$ cat src/rtl/salida_pico_ports.sv
`default_nettype none
// ============================================================================
//  Module   : salida_pico_ports
//  Purpose  : Output-port register bank sitting on the PicoBlaze output bus
//             of the RTC/timer design. Each qualified write strobe decodes
//             the processor port ID against a window of twelve consecutive
//             IDs starting at BASE_ADDR. A hit latches the 8-bit out_port
//             data into the matching holding register. The holding registers
//             directly drive the display / RTC-interface logic.
//  Revision : 1.0 - initial release
// ----------------------------------------------------------------------------
//  Parameters
//    BASE_ADDR  port ID of register offset 0 (bank spans BASE_ADDR..+11)
//
//  Ports
//    clk        in   1   system clock, rising edge
//    reset      in   1   asynchronous reset, active low
//    pico_out   in   8   PicoBlaze out_port data
//    id_port    in   8   PicoBlaze port_id
//    write_s    in   1   PicoBlaze write_strobe, active high
//    seg        out  8   offset  0  RTC seconds
//    min        out  8   offset  1  RTC minutes
//    hora       out  8   offset  2  RTC hours
//    dia        out  8   offset  3  RTC day
//    mes        out  8   offset  4  RTC month
//    year       out  8   offset  5  RTC year
//    seg_tim    out  8   offset  6  timer seconds
//    min_tim    out  8   offset  7  timer minutes
//    hora_tim   out  8   offset  8  timer hours
//    swt        out  8   offset  9  switch / mode code
//    flecha     out  8   offset 10  arrow / cursor code
//    operacion  out  8   offset 11  operation code
//    wr_pulse   out 12   one-cycle write indication per register
//                        (present only with SALIDA_PICO_STROBE_EN)
//
//  Build option
//    SALIDA_PICO_STROBE_EN  adds the wr_pulse output and its register. When
//                           undefined the port and its logic are absent.
// ============================================================================

module salida_pico_ports #(
  parameter logic [7:0] BASE_ADDR = 8'h00
) (
  input  logic        clk,
  input  logic        reset,
  input  logic [7:0]  pico_out,
  input  logic [7:0]  id_port,
  input  logic        write_s,
  output logic [7:0]  seg,
  output logic [7:0]  min,
  output logic [7:0]  hora,
  output logic [7:0]  dia,
  output logic [7:0]  mes,
  output logic [7:0]  year,
  output logic [7:0]  seg_tim,
  output logic [7:0]  min_tim,
  output logic [7:0]  hora_tim,
  output logic [7:0]  swt,
  output logic [7:0]  flecha,
  output logic [7:0]  operacion
`ifdef SALIDA_PICO_STROBE_EN
  ,
  output logic [11:0] wr_pulse
`endif
);

  localparam int         c_num_regs = 12;
  localparam logic [7:0] c_num_regs_b = 8'd12;

  // --------------------------------------------------------------------------
  // Address decode
  // --------------------------------------------------------------------------
  // The offset is taken modulo 256 so an ID below BASE_ADDR wraps to a large
  // value and falls outside the window; a single unsigned compare then covers
  // both "below base" and "above top".
  logic [7:0]            w_offset;
  logic                  w_in_range;
  logic                  w_hit;
  logic [c_num_regs-1:0] w_sel;

  assign w_offset   = id_port - BASE_ADDR;
  assign w_in_range = (w_offset < c_num_regs_b);
  assign w_hit      = write_s & w_in_range;

  // One-hot register select. At most one bit is set because w_offset has a
  // single value per cycle.
  for (genvar k = 0; k < c_num_regs; k++) begin : g_sel
    localparam logic [7:0] c_idx = 8'(k);
    assign w_sel[k] = w_hit & (w_offset == c_idx);
  end

  // --------------------------------------------------------------------------
  // Holding registers
  // --------------------------------------------------------------------------
  // Data is stored verbatim; the firmware owns any BCD or range meaning.
  logic [7:0] r_bank [c_num_regs];

  always_ff @(posedge clk or negedge reset) begin
    if (!reset) begin
      for (int i = 0; i < c_num_regs; i++) begin
        r_bank[i] <= 8'h00;
      end
    end else begin
      for (int i = 0; i < c_num_regs; i++) begin
        if (w_sel[i]) begin
          r_bank[i] <= pico_out;
        end
      end
    end
  end

  // Outputs come straight from the flops; no input reaches an output
  // without passing through a register.
  assign seg       = r_bank[0];
  assign min       = r_bank[1];
  assign hora      = r_bank[2];
  assign dia       = r_bank[3];
  assign mes       = r_bank[4];
  assign year      = r_bank[5];
  assign seg_tim   = r_bank[6];
  assign min_tim   = r_bank[7];
  assign hora_tim  = r_bank[8];
  assign swt       = r_bank[9];
  assign flecha    = r_bank[10];
  assign operacion = r_bank[11];

  // --------------------------------------------------------------------------
  // Optional write indication
  // --------------------------------------------------------------------------
`ifdef SALIDA_PICO_STROBE_EN
  // Registering the select gives a pulse aligned with the cycle in which the
  // new register value is first visible. Back-to-back writes to the same
  // register keep the bit high for the same number of cycles.
  logic [c_num_regs-1:0] r_wr_pulse;

  always_ff @(posedge clk or negedge reset) begin
    if (!reset) begin
      r_wr_pulse <= '0;
    end else begin
      r_wr_pulse <= w_sel;
    end
  end

  assign wr_pulse = r_wr_pulse;
`else
  // Without the write indication the decode feeds only the register bank.
`endif

endmodule

`default_nettype wire

$ cat config.mk
export PLATFORM = sky130hd
export DESIGN_NAME = salida_pico_ports
export DESIGN_NICKNAME = d
export VERILOG_FILES = /design/src/rtl/salida_pico_ports.sv
export SDC_FILE = /design/constraint.sdc
export NUM_CORES = 1
export LEC_CHECK = 0
export ABC_AREA = 1
export CAP_MARGIN = 5
export CORE_ASPECT_RATIO = 1.2
export CORE_MARGIN = 3
export CORE_UTILIZATION = 42
export CTS_CLUSTER_DIAMETER = 80
export DETAILED_ROUTE_END_ITERATION = 8
export GPL_TIMING_DRIVEN = 0
export PLACE_DENSITY = 0.84
export REMOVE_ABC_BUFFERS = 1
export SYNTH_ARGS = -nofsm -noshare
export SYNTH_HDL_FRONTEND = slang
export SYNTH_SLANG_ARGS = --single-unit
$ cat constraint.sdc
create_clock -name clk -period 0.8 [get_ports clk]
set_input_delay 0.2 -clock clk [delete_from_list [all_inputs] [get_ports clk]]
set_output_delay 0.2 -clock clk [all_outputs]
set_load 0.01 [all_outputs]
## Yosys cells after proc, flatten, opt, wreduce, memory -nomap -nowiden

Index checks and enable logic that the tools add are counted.

- Flip-flop bits (word level): 96
- Output and inout bits: 96
- Word-level logic and storage cells: 38

- $lt $le $gt $ge: 1
- Eq/ne operators: 11
- Bitwise logic cells: 13
- Reduce and logical (&&, ||, !) cells: 1

Operator list:

| kind | count |
|---|---|
| 8-bit by 3-bit == test with 1-bit output, second input constant | 4 |
| 8-bit by 4-bit == test with 1-bit output, second input constant | 4 |
| 8-bit by 2-bit == test with 1-bit output, second input constant | 2 |
| 1-bit AND | 13 |
| 8-bit by 1-bit == test with 1-bit output, second input constant | 1 |
| 8-bit logical NOT | 1 |
| 8-bit by 4-bit less-than comparator with 1-bit output, second input constant | 1 |

## Logic depth before layout (Yosys ltp)

- Word-level depth: 3
- Gate-level depth with buffers: 7

## Worst setup path after synthesis

OpenSTA, ideal clock, no wires.

- Path type: in2reg
- From: input port id_port[7]
- To: register r_bank, in the netlist hora_tim[0]
- Arrival: 0.974 ns
- Required time: 0.683 ns
- Setup slack: -0.291 ns
- Stages on the path: 7
- Path buffers: 1
- Path through: nor2_1 > nand2_1 > nor2_4 > buf_2 > nand2_1 > nand2_1 > nand2_1

- Longest elaborated chain between the ends: 3

RTL lines:

| item | line | source |
|---|---|---|
| start, declared | 47 | `input logic [7:0] id_port,` |
| 8-bit by 4-bit less-than comparator with 1-bit output | 82 | `assign w_in_range = (w_offset < c_num_regs_b);` |
| 1-bit AND | 83 | `assign w_hit = write_s & w_in_range;` |
| 1-bit AND * | 89 | `assign w_sel[k] = w_hit & (w_offset == c_idx);` |
| end signal, assigned by index | 106 | `r_bank[i] <= pico_out;` |
| end, declared | 96 | `logic [7:0] r_bank [c_num_regs];` |

Mark *: on every way between the ends. The rest lies on a longest branch, timed or not.
A chain may end at the register's enable or synchronous reset.

## Worst setup path in the final report

- From: register r_bank, in the netlist dia[0]
- To: output port dia[0]

RTL lines:

| item | line | source |
|---|---|---|
| end, declared | 52 | `output logic [7:0] dia,` |

No word-level cell between the ends.

==> results.md <==
- DRT iter0 DRCs: 333
- Crit path capture type: primary output
- Maximum VDD drop: ~1100 uV
- Synth cell types: 11
- Starting Density: 44.2%
- Layout cells sized above 1: between 70% and 80%
- Hold Violations, Final: 18
- Avg WL per Cell: roughly 22 um
- Yosys reg bits: 96
- Cell area power density: 1340 nW/um^2
- Final slew viol count: 0
- Worst-Margin Slew: 0.816 ns
- Core footprint: 8800 um^2
- Syn avg cell area: about 8.8 um^2
- Area of the die: 10500 um^2
- Placer Congestion: ~0.75
- Bufs on Longest Clock Path: 2
- Crit path launch type: flip-flop
- Outcome: complete, but fails checks
- Overall power: 10.2 mW
- Final Skew: 0 ns
- Cell Area, Synth: 3890 um^2
- Cell taking the most area after synthesis: dfrtp_1
- I/O pins: 115
- Final Setup Violations: around 190
- Max Cap Viol: 0
- H-tree depth: 3
- Crit Reg-Reg Endpoint: seg_tim[2]$_DFFE_PN0P_
- Reg2reg setup slack: -0.12 ns
- Root Driver: clkbuf_8
- Nets: 729
- First-pass GRT wire length: between 20000 and 25000 um
- Critical Path RT: 0.60 ns
- Post-route minimum period: approximately 1.2 ns
- Fmax: roughly 850 MHz
- Worst r2r path cells: 4
- Leak: 3.93 nW
- Delay of the slowest critical-path stage: 0.44 ns
- Synth top area cells: dfrtp_1, nand2_1, nand3_1, nor2_2, clkbuf_1
- # port buffers: 114
- Initial antenna violation count: 0
- DRT Wirelength: 18200 um
- Hold slack final: -0.314 ns
- Part of the Yosys area used for sequential elements: 61.8%
- CP max stage cell: dfrtp_1
- Rel. slew slack: between 40% and 50%
- Final period util: 148%
- ANT nets after route: 0
- Antenna cells: 0
- Family with the most delay on the worst path: flip-flops
- Area Overhead vs Synth: 95.0%
- Vias in the first global route: 4559
- RSZ-0062 raised after global routing: yes
- Failing checks: hold timing, setup timing
- Post-DP HPWL: a little over 7000 um
- Share of the synthesized area in the top cell type: 61.8%
- Worst setup startpoint: dia[0]$_DFFE_PN0P_
- CTS tree: yes
- Min-delay worst type: input pin to asynchronous set/reset pin
- Clock transition at path regs: 0.10 ns
- Setup CP Type: flip-flop to primary output
- Placement Cell Area: 5160 um^2
- Setup TNS: -47.16 ns
- Avg Vias per Cell: 5.65
- Worst reg2reg path startpoint: seg_tim[2]$_DFFE_PN0P_
- Die Ht: 111 um
- Skew-Pair Late Insertion Delay: 0.38 ns
- PnR worst setup slack: -0.383 ns
- Worst Path Max Fanout: 2
- WP data arrival: 0.98 ns
- Cells along the critical path: buf_2
- Drc violations: 0
- Num CTS Buffers: 9
- Vias: 4700
- Overall global routing resource usage: 30.7%
- 1st-pass router iterations: 5
- Cells after synthesis: 444
- Largest net degree at the start of global routing: 79
- Synth warnings: 0
- Design area: 7590 um^2
- Row count: 37
- Die X: 93.9 um
- GR Overflow Total: 0
- Sink Count: between 90 and 100
- WP buf/inv: 1
-- layout by cell type, fill, tap and decap left out, drive strengths merged --
master / count
dfrtp: 96
dlygate4sd2: 1
buf: 262
clkinv: 1
clkdlybuf4s15: 1
inv: 3
nand2: 214
nor2: 19
nand3: 96
clkbuf: 18
clkinvlp: 4
-- worst max path at each step --
| stage | endpoint | slack (ns) | depth (start not counted) |
|---|---|---|---|
| 6_report | dia[0] | -0.38 | 1 |
| 5_1_grt | seg[0] | -0.39 | 1 |
| 4_1_cts | dia[0] | -0.34 | 1 |
| 3_5_place_dp | swt[6]$_DFFE_PN0P_ | -1.45 | 8 |
| 3_3_place_gp | seg_tim[0]$_DFFE_PN0P_ | -3.72 | 1 |
| 2_1_floorplan | dia[0]$_DFFE_PN0P_ | -1.41 | 6 |
-- cell type report --
cell class / instances / area, um^2
fill: 420 / 1210
tap: 117 / 146
clock inverter: 4 / 27.5
clock buffer: 12 / 165
timing repair buffer: 270 / 2320
inverter: 4 / 23.8
sequential: 96 / 2400
multi-input combinational: 329 / 2500
-- report_power, final --
group	internal (mW)	switching [mW]	total (mW)	leakage, nW
sequential	5.03	0.133	5.17	1.33
clock	1.38	1.85	3.24	0.0906
combinational	0.763	0.993	1.76	2.51
-- synthesized netlist by cell type, drive strengths merged --
library cell and count:
nand2 214, dfrtp 96, nand3 96, nor2 15
clkbuf 12, buf 7, inv 4
-- cells by family (layout without fill, tap and decap cells) --
group | after synthesis | count (layout) | synth area share [%]
buf+inv | 23 | 290 | 2.57
flops | 96 | 96 | 61.8
simple gates | 325 | 329 | 35.7
-- layer usage --
| layer | GRT usage (%) | share of wire [%] | routed length (um) | up-vias |
|---|---|---|---|---|
| met3 | 5.27 | 8.2 | 1500 | 93 |
| met2 | 53.7 | 53 | 9600 | 293 |
| met5 | 0 | 0 | 0 | - |
| met4 | 12.4 | 5.4 | 986 | 0 |
| li1 | - | - | - | 1964 |
| met1 | 37.2 | 34 | 6120 | 2350 |
-- what timing repair did --
action,CTS,global route
cloned,15,0
endpoints found under the setup margin,192,192
pin swaps,65,42
setup buffers,107,41
resized for setup,633,134
hold endpoints to repair,18,18
-- per-stage QoR --
stage	utilization [%]	instances	worst slack (ns)	hold WS, ns
finish	86.2	832	-0.383	-0.314
global route	86.2	832	-0.387	-0.307
CTS	79.6	796	-0.337	-0.300
detailed placement	58.7	659	-1.45	0.0967
global placement	57.9	656	-3.72	0.452
floorplan	-	425	-1.41	-0.0956
No activity file was read; power rests on OpenSTA's default activity.
